$ cat config.mk
export PLATFORM = sky130hd
export DESIGN_NAME = accumulator_unit_flat
export DESIGN_NICKNAME = d
export VERILOG_FILES = /design/src/rtl/acc_pkg.sv /design/src/rtl/acc_if.sv /design/src/rtl/acc_shift_mul.sv /design/src/rtl/accumulator_unit.sv /design/src/flat_wrapper.sv
export SDC_FILE = /design/constraint.sdc
export NUM_CORES = 1
export LEC_CHECK = 0
export CAP_MARGIN = 20
export CORE_MARGIN = 5
export CORE_UTILIZATION = 55
export CTS_BUF_LIST = sky130_fd_sc_hd__clkbuf_4
export DETAILED_ROUTE_END_ITERATION = 8
export DONT_BUFFER_PORTS = 1
export GPL_TIMING_DRIVEN = 0
export MAX_ROUTING_LAYER = met4
export PLACE_DENSITY = 0.74
export SYNTH_ARGS = -nofsm -noshare
export SYNTH_HDL_FRONTEND = slang
export SYNTH_HIERARCHICAL = 1
export SYNTH_SLANG_ARGS = --single-unit
$ cat constraint.sdc
create_clock -name clk -period 1.99 [get_ports clk]
set_clock_uncertainty 0.2 [all_clocks]
set_input_delay 0.0995 -clock clk [delete_from_list [all_inputs] [get_ports clk]]
set_output_delay 0.0995 -clock clk [all_outputs]
set_load 0.05 [all_outputs]
$ cat src/rtl/acc_pkg.sv
`default_nettype none
// ============================================================================
//  Module      : acc_pkg
//  Description : Shared op-code constants and FSM state encoding for the
//                accumulator datapath.
//  Revision    : 1.0 - initial release
// ============================================================================
package acc_pkg;

  localparam logic [2:0] ACC_NOP  = 3'b000;
  localparam logic [2:0] ACC_LDIN = 3'b001;
  localparam logic [2:0] ACC_LDIR = 3'b010;
  localparam logic [2:0] ACC_CLR  = 3'b011;
  localparam logic [2:0] ACC_ADD  = 3'b100;
  localparam logic [2:0] ACC_SUB  = 3'b101;
  localparam logic [2:0] ACC_MUL  = 3'b110;
  localparam logic [2:0] ACC_RSV  = 3'b111;

  typedef enum logic [0:0] {
    S_IDLE = 1'b0,
    S_MUL  = 1'b1
  } acc_state_e;

endpackage
`default_nettype wire

$ cat src/rtl/acc_if.sv
`default_nettype none
// ============================================================================
//  Module      : acc_if
//  Description : Controller <-> accumulator bus: start/op request, operands,
//                register A, handshake and status flags.
//  Revision    : 1.0 - initial release
// ============================================================================
interface acc_if #(
  parameter int n = 8
);
  import acc_pkg::*;

  logic         start;
  logic [2:0]   op;
  logic [n-1:0] IROut;
  logic [n-1:0] Input;
  logic [n-1:0] regAOut;
  logic         busy;
  logic         done;
  logic         carry;
  logic         ovf;
  logic         Aeq0;
  logic         Apos;

  // Controller side
  modport master (
    output start, op, IROut, Input,
    input  regAOut, busy, done, carry, ovf, Aeq0, Apos
  );

  // Accumulator side
  modport slave (
    input  start, op, IROut, Input,
    output regAOut, busy, done, carry, ovf, Aeq0, Apos
  );

endinterface
`default_nettype wire

$ cat src/rtl/acc_shift_mul.sv
`default_nettype none
// ============================================================================
//  Module      : acc_shift_mul
//  Description : Iterative unsigned shift-add multiplier, one multiplier bit
//                per cycle. Loaded on start_i; fin_o is high in the cycle the
//                last bit is processed, with the final product on prod_o.
//  Revision    : 1.0 - initial release
// ============================================================================
module acc_shift_mul #(
  parameter int n = 8
) (
  input  wire logic         clk,
  input  wire logic         clearN,
  input  wire logic         start_i,
  input  wire logic [n-1:0] mcand_i,
  input  wire logic [n-1:0] mplr_i,
  output logic      [n-1:0] prod_o,
  output logic              hi_nz_o,
  output logic              fin_o
);
  import acc_pkg::*;

  localparam int CW = $clog2(n);

  logic            active_q;
  logic [CW-1:0]   cnt_q;
  logic [2*n-1:0]  mcand_q;
  logic [n-1:0]    mplr_q;
  logic [2*n-1:0]  prod_q;
  logic [2*n-1:0]  prod_d;

  // Partial product after folding in the current multiplier bit
  always_comb begin
    prod_d = prod_q + (mplr_q[0] ? mcand_q : '0);
  end

  assign prod_o  = prod_d[n-1:0];
  assign hi_nz_o = |prod_d[2*n-1:n];
  assign fin_o   = active_q && (cnt_q == '0);

  // Load operands on start, then shift one multiplier bit per cycle
  always_ff @(posedge clk) begin
    if (!clearN) begin
      active_q <= 1'b0;
      cnt_q    <= '0;
      mcand_q  <= '0;
      mplr_q   <= '0;
      prod_q   <= '0;
    end else if (start_i) begin
      active_q <= 1'b1;
      cnt_q    <= CW'(n - 1);
      mcand_q  <= {{n{1'b0}}, mcand_i};
      mplr_q   <= mplr_i;
      prod_q   <= '0;
    end else if (active_q) begin
      prod_q  <= prod_d;
      mcand_q <= mcand_q << 1;
      mplr_q  <= mplr_q >> 1;
      cnt_q   <= cnt_q - 1'b1;
      if (cnt_q == '0) begin
        active_q <= 1'b0;
      end
    end
  end

endmodule
`default_nettype wire

$ cat src/rtl/accumulator_unit.sv
`default_nettype none
// ============================================================================
//  Module      : accumulator_unit
//  Description : Register A with load/clear/add/sub in one cycle and a
//                start/busy/done handshake. Define ACC_MUL_EN to build the
//                multi-cycle shift-add multiply (op 110); otherwise op 110
//                is a NOP and busy is tied low.
//  Revision    : 1.0 - initial release
// ============================================================================
module accumulator_unit #(
  parameter int n = 8
) (
  input wire logic clk,
  input wire logic clearN,
  acc_if.slave     bus
);
  import acc_pkg::*;

  logic [n-1:0] a_q;
  logic         carry_q;
  logic         ovf_q;
  logic         done_q;

  logic [n-1:0] a_d;
  logic         carry_d;
  logic         ovf_d;
  logic [n:0]   sum_w;
  logic [n:0]   diff_w;

  // Single-cycle result and flags for the requested op
  always_comb begin
    sum_w   = {1'b0, a_q} + {1'b0, bus.IROut};
    diff_w  = {1'b0, a_q} - {1'b0, bus.IROut};
    a_d     = a_q;
    carry_d = carry_q;
    ovf_d   = ovf_q;
    case (bus.op)
      ACC_LDIN: begin
        a_d = bus.Input; carry_d = 1'b0; ovf_d = 1'b0;
      end
      ACC_LDIR: begin
        a_d = bus.IROut; carry_d = 1'b0; ovf_d = 1'b0;
      end
      ACC_CLR: begin
        a_d = '0; carry_d = 1'b0; ovf_d = 1'b0;
      end
      ACC_ADD: begin
        a_d     = sum_w[n-1:0];
        carry_d = sum_w[n];
        ovf_d   = ~(a_q[n-1] ^ bus.IROut[n-1]) & (sum_w[n-1] ^ a_q[n-1]);
      end
      ACC_SUB: begin
        a_d     = diff_w[n-1:0];
        carry_d = ~diff_w[n];
        ovf_d   = (a_q[n-1] ^ bus.IROut[n-1]) & (diff_w[n-1] ^ a_q[n-1]);
      end
      // NOP, reserved and (in this block) MUL leave A and flags alone
      default: begin
      end
    endcase
  end

`ifdef ACC_MUL_EN
  acc_state_e   state_q;
  logic         busy_q;
  logic         mul_start;
  logic [n-1:0] mul_prod;
  logic         mul_hi_nz;
  logic         mul_fin;

  assign mul_start = (state_q == S_IDLE) && bus.start && (bus.op == ACC_MUL);

  acc_shift_mul #(.n(n)) u_mul (
    .clk     (clk),
    .clearN  (clearN),
    .start_i (mul_start),
    .mcand_i (a_q),
    .mplr_i  (bus.IROut),
    .prod_o  (mul_prod),
    .hi_nz_o (mul_hi_nz),
    .fin_o   (mul_fin)
  );

  // Handshake FSM: single-cycle ops stay in IDLE, MUL waits for the multiplier
  always_ff @(posedge clk) begin
    if (!clearN) begin
      state_q <= S_IDLE;
      busy_q  <= 1'b0;
      done_q  <= 1'b0;
      a_q     <= '0;
      carry_q <= 1'b0;
      ovf_q   <= 1'b0;
    end else begin
      done_q <= 1'b0;
      if (state_q == S_IDLE) begin
        if (bus.start) begin
          if (bus.op == ACC_MUL) begin
            state_q <= S_MUL;
            busy_q  <= 1'b1;
          end else begin
            a_q     <= a_d;
            carry_q <= carry_d;
            ovf_q   <= ovf_d;
            done_q  <= 1'b1;
          end
        end
      end else if (mul_fin) begin
        a_q     <= mul_prod;
        carry_q <= mul_hi_nz;
        ovf_q   <= mul_hi_nz;
        busy_q  <= 1'b0;
        done_q  <= 1'b1;
        state_q <= S_IDLE;
      end
    end
  end

  assign bus.busy = busy_q;
`else
  // Every op completes in one cycle; there is never anything to wait for
  always_ff @(posedge clk) begin
    if (!clearN) begin
      done_q  <= 1'b0;
      a_q     <= '0;
      carry_q <= 1'b0;
      ovf_q   <= 1'b0;
    end else begin
      done_q <= bus.start;
      if (bus.start) begin
        a_q     <= a_d;
        carry_q <= carry_d;
        ovf_q   <= ovf_d;
      end
    end
  end

  assign bus.busy = 1'b0;
`endif

  assign bus.regAOut = a_q;
  assign bus.done    = done_q;
  assign bus.carry   = carry_q;
  assign bus.ovf     = ovf_q;
  assign bus.Aeq0    = (a_q == '0);
  assign bus.Apos    = ~a_q[n-1];

endmodule
`default_nettype wire

$ cat src/flat_wrapper.sv
// flat-port wrapper written by rule: the top's interface ports become plain ports
module accumulator_unit_flat import acc_pkg::*;
#(
  parameter int n = 8
)
  (clk, clearN, bus_start, bus_op, bus_IROut, bus_Input, bus_regAOut, bus_busy, bus_done, bus_carry, bus_ovf, bus_Aeq0, bus_Apos);
  acc_if #(.n(n)) bus_i ();
  input wire logic clk;
  input wire logic clearN;
  input wire logic [$bits(bus_i.start)-1:0] bus_start;
  input wire logic [$bits(bus_i.op)-1:0] bus_op;
  input wire logic [$bits(bus_i.IROut)-1:0] bus_IROut;
  input wire logic [$bits(bus_i.Input)-1:0] bus_Input;
  output wire logic [$bits(bus_i.regAOut)-1:0] bus_regAOut;
  output wire logic [$bits(bus_i.busy)-1:0] bus_busy;
  output wire logic [$bits(bus_i.done)-1:0] bus_done;
  output wire logic [$bits(bus_i.carry)-1:0] bus_carry;
  output wire logic [$bits(bus_i.ovf)-1:0] bus_ovf;
  output wire logic [$bits(bus_i.Aeq0)-1:0] bus_Aeq0;
  output wire logic [$bits(bus_i.Apos)-1:0] bus_Apos;
  assign bus_i.start = bus_start;
  assign bus_i.op = bus_op;
  assign bus_i.IROut = bus_IROut;
  assign bus_i.Input = bus_Input;
  assign bus_regAOut = bus_i.regAOut;
  assign bus_busy = bus_i.busy;
  assign bus_done = bus_i.done;
  assign bus_carry = bus_i.carry;
  assign bus_ovf = bus_i.ovf;
  assign bus_Aeq0 = bus_i.Aeq0;
  assign bus_Apos = bus_i.Apos;
  accumulator_unit #(.n(n)) u_core (.clk(clk), .clearN(clearN), .bus(bus_i));
endmodule
# Word-level counts from Yosys, hierarchy flattened

Index checks and enable logic that the tools add are counted.

Input bits: 22
Word-level logic and storage cells: 28
Flip-flop bits (word level): 11

Bitwise operators: 8
Multiplexer cells: 3
Add/subtract/negate cells: 2
Reduce and logical (&&, ||, !) cells: 6
Equality and inequality tests: 5

Operators with widths:

| kind                 | number |
|---|---|
| $pmux W8 S5          | 1 |
| $add A8 B8 Y9        | 1 |
| $sub A8 B8 Y9        | 1 |
| $logic_not A8 Y1     | 1 |
| $eq A3 B2 Y1 const B | 2 |
| $eq A3 B3 Y1 const B | 2 |
| $pmux W1 S3          | 2 |
| $reduce_bool A5 Y1   | 1 |
| $reduce_and A2 Y1    | 2 |
| $eq A3 B1 Y1 const B | 1 |
| $not A1 Y1           | 3 |
| $reduce_bool A3 Y1   | 1 |
| $reduce_or A3 Y1     | 1 |
| $xor A1 B1 Y1        | 3 |
| $and A1 B1 Y1        | 2 |

# Depth between registers and ports, before layout

Depth after elaboration: 4
Depth in mapped cells: 9

# Least setup slack after synthesis

No wires, ideal clock.

Path kind: reg-to-reg
Start point: register u_core.a_q[2], in the netlist u_core/bus.regAOut[2]
End point: register u_core.a_q[6], in the netlist u_core/bus.regAOut[6]
Cell stages (with the launch flop): 8
Buffers on the path: 1
Slack: -0.526 ns
Arrival: 2.233 ns
Period minus slack after synthesis: 2.516 ns
Cell sequence: dfxtp_1 -> ha_1 -> buf_6 -> nand2b_4 -> a221oi_2 -> mux2_2 -> o31a_1 -> o221ai_1

Cells in the longest elaborated chain, start to end: 2

Ends and longest elaborated chain:

| element                                               | RTL line                                       | text |
|---|---|---|
| start: declaration                                    | accumulator_unit.sv:19                         | `logic [n-1:0] a_q;` |
| start signal: assignment                              | accumulator_unit.sv:124                        | `a_q <= '0;` |
| start signal: assignment                              | accumulator_unit.sv:130                        | `a_q <= a_d;` |
| $sub A8 B8 Y9 / $add A8 B8 Y9 (equally long branches) | accumulator_unit.sv:33, accumulator_unit.sv:32 |  |
| $pmux W8 S5 (*)                                       | accumulator_unit.sv:37                         | `case (bus.op)` |

Mark *: on every way between the ends. The rest lies on a longest branch, timed or not.
A chain may end at the register's enable or synchronous reset.

# Worst setup path after layout

Start point: register u_core.a_q[3], in the netlist u_core/bus.regAOut[3]
End point: register u_core.a_q[6], in the netlist u_core/bus.regAOut[6]

The elaborated chain is that of the path after synthesis.

==> out/results.txt <==
status - finished with violations
synth cell count leaders - 19 x inv_1, 19 x nand2_1, 19 x nor2_1
pwr/cell area - 577 nW/um^2
ANT cells - 0
Clock transition at path regs - 80 ps
Startpoint Class - flop
drt first pass iters - 5
share of cells above drive strength 1 - 0.242
FMAX - 436 MHz
worst vdd ir - 668 uV
Final ANT Viol Nets - 0
CTS Buf Count - 3
Post-layout nets - 277
post-synth top area share - 0.139
clk sinks - 11
DRC viols - 0
crit-path max FO - 7
Hold Path Class - in2reg
Post-Synth Simple-Gate Area - 0.230
pre-CTS WS - -427 ps
Reg2Reg Setup Slack - -300 ps
Synth Instances - 214
worst skew pair latency - 290 ps
total global-route track usage - 0.260
# IOs - 36
top post-synthesis cells by area - dfxtp_1 14%, ha_1 13%, a21oi_1 4.8%
Max Slew Vio Count - 0
CTS tree - built
clk buf depth - 2
largest family of logic cells by synthesized area - compound AO/OA/AOI/OAI gates
Root Driver - clkbuf_4
max_cap viols - 0
FP Rows - 19
largest net degree at the start of global routing - 11
RSZ-0062 raised after global routing - yes
Synth Area in Adders - 0.152
setup ws final - -303 ps
violated checks - setup timing
DIE HEIGHT - 63.6 um
count of unique library cells instantiated by Yosys - 58
LEAKAGE - 0.802 nW
Syn Area/Cell - 7.38 um^2
Slew HR - 0.654
# fillers - 214
switching part of the total - 0.508
ys async rst share - 0
number of synthesized register bits - 11
largest area contributor in the netlist - dfxtp_1
WP data required - 2000 ps
clock network power share - 0.144
vias after detailed routing - 1792
GRT Residual Overflow - 0
Die X - 63.6 um
Net Sw Power - 606 uW
multiplexer share of the synthesized area - 0.0325
area of the mapped netlist - 1580 um^2
first-pass GRT wire length - 8330 um
Final Hold Vio Count - 0
fin crit share - 1.15
Tmin final - 2290 ps
Gate power share - 0.528
Crit Path Class - reg2reg
syn_nets - 254
vias in the first global route - 1737
area of the core - 2760 um^2
crit path DAT - 2300 ps
synth-to-layout area growth - 30.9%
total power - 1.19 mW
EDFF count, synth - 0
vias per cell - 6.71
detailed-route wire length per cell - 19.6 um
internal cell power - 588 uW
Routed WL - 5240 um
die area - 4040 um^2
post-synthesis sequential area ratio - 0.139
RePlAce Congestion - 0.918
DR iter-0 viols - 161
post-DP HPWL - 3700 um
most used flip-flop cell after synthesis - dfxtp_1
setup violators final - 8
sequential share of power - 0.328
Slew @ Worst Pin - 520 ps
initial antenna violation count - 0
CP Capture Type - flop
initial core utilization - 0.573
H-tree levels - 1
Synth Area in XOR/XNOR - 0.00554
Syn. warnings - 6
I/O Buffers - 0
Compound-Gate Fraction of Synth Area - 0.353
==> layer usage <==
metal	GRT usage	vias up	part of all wire
met5	-	-	0
met4	0.0857	0	0.036
met3	0.0764	22	0.11
met2	0.396	120	0.44
met1	0.328	825	0.41
li1	-	825	-
==> cells by family after synthesis <==
group / Yosys count
AOI/OAI and AO/OA: 76
and+or+nand+nor: 71
buffers and inverters: 31
adders and majority gates: 18
DFF: 11
muxes: 5
other: 1
xor gates and xnor gates: 1
==> worst max-delay path, cell delays in order (launching register included) <==
cell and delay (ps):
dfxtp_4 480, ha_2 330, inv_1 100, a221oi_4 340, mux2_4 330, o31a_1 260, o221ai_2 170
==> worst paths after layout <==
kind	startpoint	end	cells past startpoint
worst max-delay path	u_core/bus.regAOut[3]	u_core/bus.regAOut[6]	6
worst min register to register	u_core/bus.regAOut[0]	u_core/bus.regAOut[0]	2
worst min-delay path	bus_Input[2]	u_core/bus.regAOut[2]	4
worst max register to register	u_core/bus.regAOut[3]	u_core/bus.regAOut[6]	6
==> registers in the layout (all words and copies together), names as in the netlist <==
| signal | cells |
|---|---|
| u_core/bus.regAOut | 8 |
| u_core/bus.carry | 1 |
| u_core/bus.done | 1 |
| u_core/bus.ovf | 1 |
==> power by group through the flow <==
| stage | Clock (mW) | Sequential [mW] | Combinational [mW] |
|---|---|---|---|
| after detailed placement | 0 | 0.393 | 0.511 |
| after global placement | 0 | 0.393 | 0.501 |
| after global routing | 0.189 | 0.400 | 0.683 |
| after floorplan | 0 | 0.379 | 0.428 |
| after CTS | 0.170 | 0.388 | 0.574 |
| final | 0.171 | 0.392 | 0.631 |
==> timing repair <==
action / CTS / global route
hold buffers: 17 / 0
gates resized for setup: 13 / 18
pin swaps: 10 / 4
hold endpoints to repair: 11 / 0
buffers inserted: 0 / 2
endpoints found under the setup margin: 9 / 11
==> stage by stage <==
step	cell area (um^2)	std cells	TNS (ps)	hold WS, ps	util
global route	2070	267	-1980	30.0	0.750
CTS	1980	265	-1400	4.76	0.716
global placement	1720	245	-1510	34.5	0.625
floorplan	1690	214	-482	24.9	-
finish	2070	267	-1340	8.70	0.750
detailed placement	1720	245	-1620	33.7	0.625
==> cells in the final DEF (no fill, tap or decap), drive strengths merged, types with 3 or more instances in the layout <==
master       Yosys  final
o21ai           14     14
a22oi            3      3
mux2i            4      4
a21o             5      5
a31oi            3      3
o31ai            4      4
clkbuf           3      5
buf              9     11
nand3            5      5
nor2            19     19
nand2           19     19
o211ai           3      3
dfxtp           11     11
nor2b            7      7
inv             19     19
dlygate4sd3      0     17
ha              16     16
a21oi           15     15
a211oi           5      5
nand3b           3      3
nand2b           6      6
==> area by class of cell <==
class,count,area (um^2),area share
buffer,11,56.3,0.0272
inverter,19,71.3,0.0345
clock buffer,3,22.5,0.0109
sequential,11,248,0.120
tap,31,38.8,0.0188
timing repair buffer,19,185,0.0895
clock inverter,1,5.00,0.00242
multi-input combinational,172,1440,0.697
Note: power is estimated with default switching activity, not from simulation.
